File: src/rtl/hex_digit_scanner.sv
// Multiplexed hex display scanner: refresh prescaler, per-slot blank guard,
// frame-coherent value capture and leading-zero blanking feeding a 7-seg decoder.
module hex_digit_scanner #(
  parameter int NUM_DIGITS   = 4,
  parameter int REFRESH_DIV  = 50000,
  parameter int GUARD_CYCLES = 16
) (
  input  logic                    clk,
  input  logic                    rst_n,
  input  logic [4*NUM_DIGITS-1:0] Value_in,
  input  logic [NUM_DIGITS-1:0]   Dp_in,
  input  logic                    Blank_lz_in,
  input  logic                    Enable_in,
  output logic [3:0]              Hex_out,
  output logic [NUM_DIGITS-1:0]   Digit_sel_out,
  output logic                    Dp_out,
  output logic                    Frame_done_out
);

  localparam int CW = $clog2(REFRESH_DIV);
  localparam int IW = $clog2(NUM_DIGITS);

  localparam logic [1:0] S_IDLE  = 2'd0;
  localparam logic [1:0] S_GUARD = 2'd1;
  localparam logic [1:0] S_DRIVE = 2'd2;

  localparam logic [CW-1:0] CNT_LAST   = CW'(REFRESH_DIV - 1);
  localparam logic [CW-1:0] GUARD_LAST = CW'(GUARD_CYCLES - 1);
  localparam logic [IW-1:0] IDX_LAST   = IW'(NUM_DIGITS - 1);

  logic [1:0]                  state;
  logic [CW-1:0]               cnt;
  logic [IW-1:0]               idx;
  logic [NUM_DIGITS-1:0][3:0]  shadow;
  logic [NUM_DIGITS-1:0]       shadow_dp;
  logic                        first;
  logic [NUM_DIGITS-1:0]       blank;
  logic                        wrap;
  logic                        drive;

  // A digit blanks when it and every more significant nibble are zero.
  always_comb begin
    logic zero_above;
    blank      = '0;
    zero_above = 1'b1;
    for (int i = NUM_DIGITS - 1; i > 0; i--) begin
      zero_above = zero_above && (shadow[i] == 4'h0);
      blank[i]   = Blank_lz_in && zero_above;
    end
  end

  assign wrap  = Enable_in && (state == S_DRIVE) && (cnt == CNT_LAST) && (idx == IDX_LAST);
  assign drive = Enable_in && (state == S_DRIVE) && !blank[idx];

  always_ff @(posedge clk) begin
    if (!rst_n) begin
      state          <= S_GUARD;
      cnt            <= '0;
      idx            <= '0;
      shadow         <= '0;
      shadow_dp      <= '0;
      first          <= 1'b1;
      Hex_out        <= 4'h0;
      Digit_sel_out  <= '1;
      Dp_out         <= 1'b1;
      Frame_done_out <= 1'b0;
    end else begin
      first <= 1'b0;
      if (first || wrap) begin
        shadow    <= Value_in;
        shadow_dp <= Dp_in;
      end
      Frame_done_out <= wrap;

      if (!Enable_in) begin
        state <= S_IDLE;
      end else begin
        case (state)
          S_IDLE: begin
            state <= S_GUARD;
            cnt   <= '0;
          end
          S_GUARD: begin
            cnt <= cnt + CW'(1);
            if (cnt == GUARD_LAST) state <= S_DRIVE;
          end
          S_DRIVE: begin
            if (cnt == CNT_LAST) begin
              cnt   <= '0;
              state <= S_GUARD;
              idx   <= (idx == IDX_LAST) ? '0 : idx + IW'(1);
            end else begin
              cnt <= cnt + CW'(1);
            end
          end
          default: begin
            state <= S_GUARD;
            cnt   <= '0;
          end
        endcase
      end

      // Outputs are blanked on the very edge enable drops, not one slot later.
      Hex_out       <= shadow[idx];
      Digit_sel_out <= drive ? ~(NUM_DIGITS'(1) << idx) : '1;
      Dp_out        <= drive ? ~shadow_dp[idx] : 1'b1;
    end
  end

endmodule
File: config.mk
export PLATFORM = sky130hd
export DESIGN_NAME = hex_digit_scanner
export DESIGN_NICKNAME = d
export VERILOG_FILES = /design/src/rtl/hex_digit_scanner.sv
export SDC_FILE = /design/constraint.sdc
export NUM_CORES = 1
export LEC_CHECK = 0
export CORE_ASPECT_RATIO = 0.7
export CORE_MARGIN = 2
export CORE_UTILIZATION = 25
export DETAILED_ROUTE_END_ITERATION = 6
export PLACE_DENSITY_LB_ADDON = 0.2
export SLEW_MARGIN = 20
export SYNTH_ARGS = -nofsm -noshare
export SYNTH_HDL_FRONTEND = slang
export SYNTH_SLANG_ARGS = --single-unit
File: constraint.sdc
create_clock -name clk -period 2.1 [get_ports clk]
set_input_delay 0.42 -clock clk [delete_from_list [all_inputs] [get_ports clk]]
set_output_delay 0.42 -clock clk [all_outputs]
set_load 0.01 [all_outputs]
# == Yosys cells after proc, flatten, opt, wreduce, memory -nomap -nowiden ==
# Index checks and enable logic that the tools add are counted.
# word_totals
reg_bits,51
inputBits,24
output_inout_bits,10
wordCells,62
# op_classes
n_addsub,2
order_cmp,1
n_eq_ne,9
shift,1
muxes,14
bitwise_logic,2
reduce_logical,19
# op_table
operator,count
$pmux 16 s2,1
$add 16x1->16 const B,1
$eq 16x16->1 const B,1
$eq 16x4->1 const B,1
$mux 16,1
$logic_not 4->1,3
$logic_and 1x1->1,9
$bmux 4 s2,1
$reduce_and 2->1,4
$mux 2,3
$bmux 1 s2,2
$eq 2x2->1 const B,2
$mux 1,4
$mux 4,1
$not 4->4,1
$pmux 2 s2,1
$shl 1x2->4 const A,1
$lt 2x3->1 const B,1
$ne 3x2->1 const B,1
$ne 3x3->1 const B,1
$reduce_and 3->1,1
$add 2x1->2 const B,1
$eq 2x1->1 const B,1
$ne 2x1->1 const B,1
4 further kinds,4

# == Depth between registers and ports, before layout ==
# Gate-level depths: netlist of the first run.
# depth
word_depth,9
ltp_mapped,8
mapped_depth_nobuf,6

# == Worst setup path after synthesis of the first run ==
# OpenSTA, ideal clock, no wires.
# synth_path
kind,register to register
startpoint,reg cnt[4]
endpoint,reg idx[0]
setup_ns,0.071
arrival_time_ns,2.035
t_required_ns,2.029
setup_slack_ns,-0.006
stages_incl_launch_ff,6
n_path_buf,1
synth_period_minus_slack_ns,2.106
cell_sequence,dfxtp_1 > buf_6 > or4b_4 > or4_4 > or4_1 > a21oi_1
# synth_via
elab_chain_len,2
# synth_lines
item,line_no,text
start: declaration,32,logic [CW-1:0] cnt;
start signal: assignment,84,cnt <= cnt + CW'(1);
start signal: assignment,93,cnt <= cnt + CW'(1);
$eq 16x16->1,88,if (cnt == CNT_LAST) begin
$reduce_and 3->1 (no line),n/a,
end signal: assignment,91,idx <= (idx == IDX_LAST) ? '0 : idx + IW'(1);
end: declaration,33,logic [IW-1:0] idx;
# Every way passes these cells.
# A chain may end at the register's enable or synchronous reset.

# == Worst setup path after layout of the first run ==
# layout_path
startpoint,reg cnt[5]
endpoint,reg idx[0]
# The elaborated chain is that of the path after synthesis.

==> results of run 1 <==
-- worst max path at each step --
stage / from / endpoint / slack, ns / cells after the start
after floorplan: cnt[7]$_SDFFE_PN0P_ / idx[0]$_SDFFE_PN0P_ / 0.0009 / 5
after global routing: cnt[5]$_SDFFE_PN0P_ / idx[0]$_SDFFE_PN0P_ / -0.02 / 4
after CTS: cnt[10]$_SDFFE_PN0P_ / idx[0]$_SDFFE_PN0P_ / 0.04 / 4
after detailed placement: Enable_in / cnt[4]$_SDFFE_PN0P_ / 0.02 / 5
after global placement: Enable_in / cnt[11]$_SDFFE_PN0P_ / 0.05 / 5
final: cnt[5]$_SDFFE_PN0P_ / idx[0]$_SDFFE_PN0P_ / 0.03 / 4
-- synth_stat cells (2+ instances only) --
| master | instances |
|---|---|
| o21ai_0 | 8 |
| nand2_1 | 66 |
| clkbuf_1 | 10 |
| and2_1 | 5 |
| and4_1 | 2 |
| o211ai_1 | 2 |
| nor4b_1 | 2 |
| nor4_1 | 5 |
| nand3b_1 | 2 |
| nand3_1 | 12 |
| inv_1 | 7 |
| nand4_1 | 20 |
| a31oi_1 | 2 |
| nor3_1 | 4 |
| dfxtp_1 | 51 |
| buf_6 | 2 |
| a41oi_1 | 3 |
| o311ai_0 | 3 |
| mux4_2 | 5 |
| or2_2 | 3 |
| clkinv_1 | 2 |
| and3_1 | 2 |
| buf_2 | 2 |
| buf_4 | 3 |
| or4_1 | 6 |
| ha_1 | 7 |
| clkbuf_8 | 6 |
| a21oi_1 | 6 |
| mux2i_1 | 23 |
| or4_4 | 2 |
| nor2_1 | 9 |
-- cell families after synthesis --
group / after synthesis / share of synthesized area
muxes: 28 / 0.1299
AOI/OAI and AO/OA: 33 / 0.08631
and+or+nand+nor: 145 / 0.2826
DFF: 51 / 0.3869
buffers and inverters: 33 / 0.08108
adders and majority gates: 7 / 0.03319
-- layout make-up --
cell class                 count  share of cell area
tap                          132             0.04977
inverter                       9             0.01018
multi-input combinational    213              0.4276
timing repair buffer          59              0.1606
clock inverter                 3            0.006033
sequential                    51              0.3081
clock buffer                   5             0.03771
-- metrics by stage --
step	std cells	setup slack, ns	util	TNS (ns)
finish	472	0.03291	0.3216	0
global route	472	-0.01667	0.3216	-0.01667
CTS	472	0.04473	0.3208	0
detailed placement	464	0.01715	0.3067	0
global placement	464	0.04755	0.3067	0
floorplan	297	0.0009097	-	0
-- flip-flops by register name, summed over array words and instances, names as in the netlist --
signal	cells
Digit_sel_out	4
Dp_out	1
Frame_done_out	1
Hex_out	4
cnt	16
first	1
idx	2
shadow	16
shadow_dp	4
state	2
-- worst max-delay path, delay by kind of cell, from the launching register on --
kind / cells / cell delay (ns)
AND/OR/NAND/NOR: 3 / 1.57
flip-flops: 1 / 0.32
AO/OA/AOI/OAI: 1 / 0.12
-- routing by layer --
layer | GRT usage | part of all wire | vias up
li1 | - | - | 1166
met1 | 0.1962 | 0.57 | 1042
met2 | 0.1486 | 0.35 | 54
met3 | 0.03631 | 0.069 | 7
met4 | 0.03297 | 0.011 | 0
met5 | 0 | 0 | -
-- where the power goes --
part           switching [mW]  leakage (nW)  total [mW]  internal (mW)
logic                  0.0982         0.735       0.206          0.107
registers              0.0220         0.417        1.02          0.998
clock network           0.384        0.0658       0.824          0.440
total                   0.504          1.22        2.05           1.55
==> results.sh, run 1 <==
export IMPL_status="finished, final reports clean"
export IMPL_ios=34
export IMPL_dieArea_um2=11410
export IMPL_critPathCaptureType="register"
export IMPL_rows=31
export IMPL_grt_pass1_wl_mm=11.01
export IMPL_r2r_end="idx[0]$_SDFFE_PN0P_"
export IMPL_worstPathCellList="or4b_4 > or4_4 > or4_4 > a21oi_2"
export IMPL_cts_root_buf="clkbuf_16"
export IMPL_powerDensity_nw_per_um2=617.8
export IMPL_fillers=1092
export IMPL_cap_violations=0
export IMPL_final_area_um2=3318
export IMPL_crit_arrival_ns=2.30
export IMPL_syn_area_per_cell_um2=8.885
export IMPL_antenna_cells=0
export IMPL_clk_latency_ns=0.30
export IMPL_yosysTopAreaCell="dfxtp_1"
export IMPL_cts_sinks=51
export IMPL_viasPerCell=4.807
export IMPL_drive_above_1_share=0.1559
export IMPL_slew_violations=0
export IMPL_synth_top_area_frac=0.3869
export IMPL_ys_flop_type="dfxtp_1"
export IMPL_synth_yosys_seq_area_share=0.3869
export IMPL_hold_violations=0
export IMPL_cts_buffers_inserted=5
export IMPL_ys_types=46
export IMPL_yosysWarnings=0
export IMPL_htree_levels=2
export IMPL_placed_cell_area_um2=3164
export IMPL_power_mw=2.050
export IMPL_final_common_cell="nand2_1"
export IMPL_whs_endpoint="shadow[3]$_SDFFE_PN0P_"
export IMPL_wl_mm=6.724
export IMPL_fin_hold_ws_ns=0.4586
export IMPL_syn_num_nets=328
export IMPL_antenna_found_initial=0
export IMPL_via_count=2269
export IMPL_hold_buffers=0
export IMPL_start_util=0.2558
export IMPL_critPathKind="register to register"
export IMPL_grt_total_usage=0.1211
export IMPL_peakVddDrop_mv=0.2929
export IMPL_r2r_start="cnt[5]$_SDFFE_PN0P_"
export IMPL_grt_overflow_total=0
export IMPL_period_needed_ns=2.067
export IMPL_grt_pass1_vias=2136
export IMPL_wire_per_inst_um=14.25
export IMPL_path_clk_slew_ns=0.07
export IMPL_hold_path_class="register to register"
export IMPL_drtAntennaViolNets=0
export IMPL_fmax_mhz=483.8
export IMPL_reg2regPathDepth=4
export IMPL_core_um2=10320
export IMPL_drtPass1Iterations=4
export IMPL_period_share=0.9843
export IMPL_rsz0062_at_grt="yes"
export IMPL_slowest_delay_ns=0.59
export IMPL_dp_hpwl_mm=5.159
export IMPL_async_flop_share=0
export IMPL_synth_ff_latch_count=51
export IMPL_drcViolationCount=0
export IMPL_dieHeight_um=89.96
export IMPL_nets=370
export IMPL_startpoint_type="register"
export IMPL_synthTopCellsByArea="dfxtp_1 39%, nand2_1 9.4%, mux2i_1 8.7%"
export IMPL_rrSetupSlack_ns=0.03
export IMPL_tightest_slew_ns=0.7612
export IMPL_max_slew_margin=0.4907
export IMPL_syn_inst=297
export IMPL_setup_viol=0
export IMPL_grt_start_max_net_pins=45
export IMPL_crit_top_cell="or4_4"
export IMPL_hold_start="shadow[3]$_SDFFE_PN0P_"
export IMPL_p_leak_nw=1.218
export IMPL_fin_worst_skew_ns=0.004424
export IMPL_cp_max_fo=6
export IMPL_tritoncts="yes"
export IMPL_slowest_stage="or4_4"
export IMPL_gp_congestion=0.8954
export IMPL_multi_input_area_um2=1419
export IMPL_required_ns=2.34
export IMPL_cts_buffer_depth=2
export IMPL_cts_resized_gates=0
export IMPL_syn_area_um2=2639
export IMPL_synthToLayoutAreaGrowth_pct=25.75
export IMPL_io_buffers=33
export IMPL_register_area_um2=1022
export IMPL_post_cts_buffers=0
export IMPL_min_path_cells=2
export IMPL_synth_edf_count=0
export IMPL_fp_dieW_um=126.8
export IMPL_drt_iter0_markers=141
export IMPL_layout_common_cells="66 x nand2_1, 50 x dfxtp_1, 32 x clkdlybuf4s50_1, 25 x buf_4, 23 x mux2i_1"
No activity file was read; power rests on OpenSTA's default activity.
==> run 2, diff against run 1 <==
--- a/config.mk
+++ b/config.mk
@@ -10,7 +10,7 @@
 export CORE_UTILIZATION = 25
 export DETAILED_ROUTE_END_ITERATION = 6
 export PLACE_DENSITY_LB_ADDON = 0.2
-export SLEW_MARGIN = 20
+export SLEW_MARGIN = 30
 export SYNTH_ARGS = -nofsm -noshare
 export SYNTH_HDL_FRONTEND = slang
 export SYNTH_SLANG_ARGS = --single-unit
==> results of run 2 <==
Final layout, timing and power as in run 1 (identical DEF).
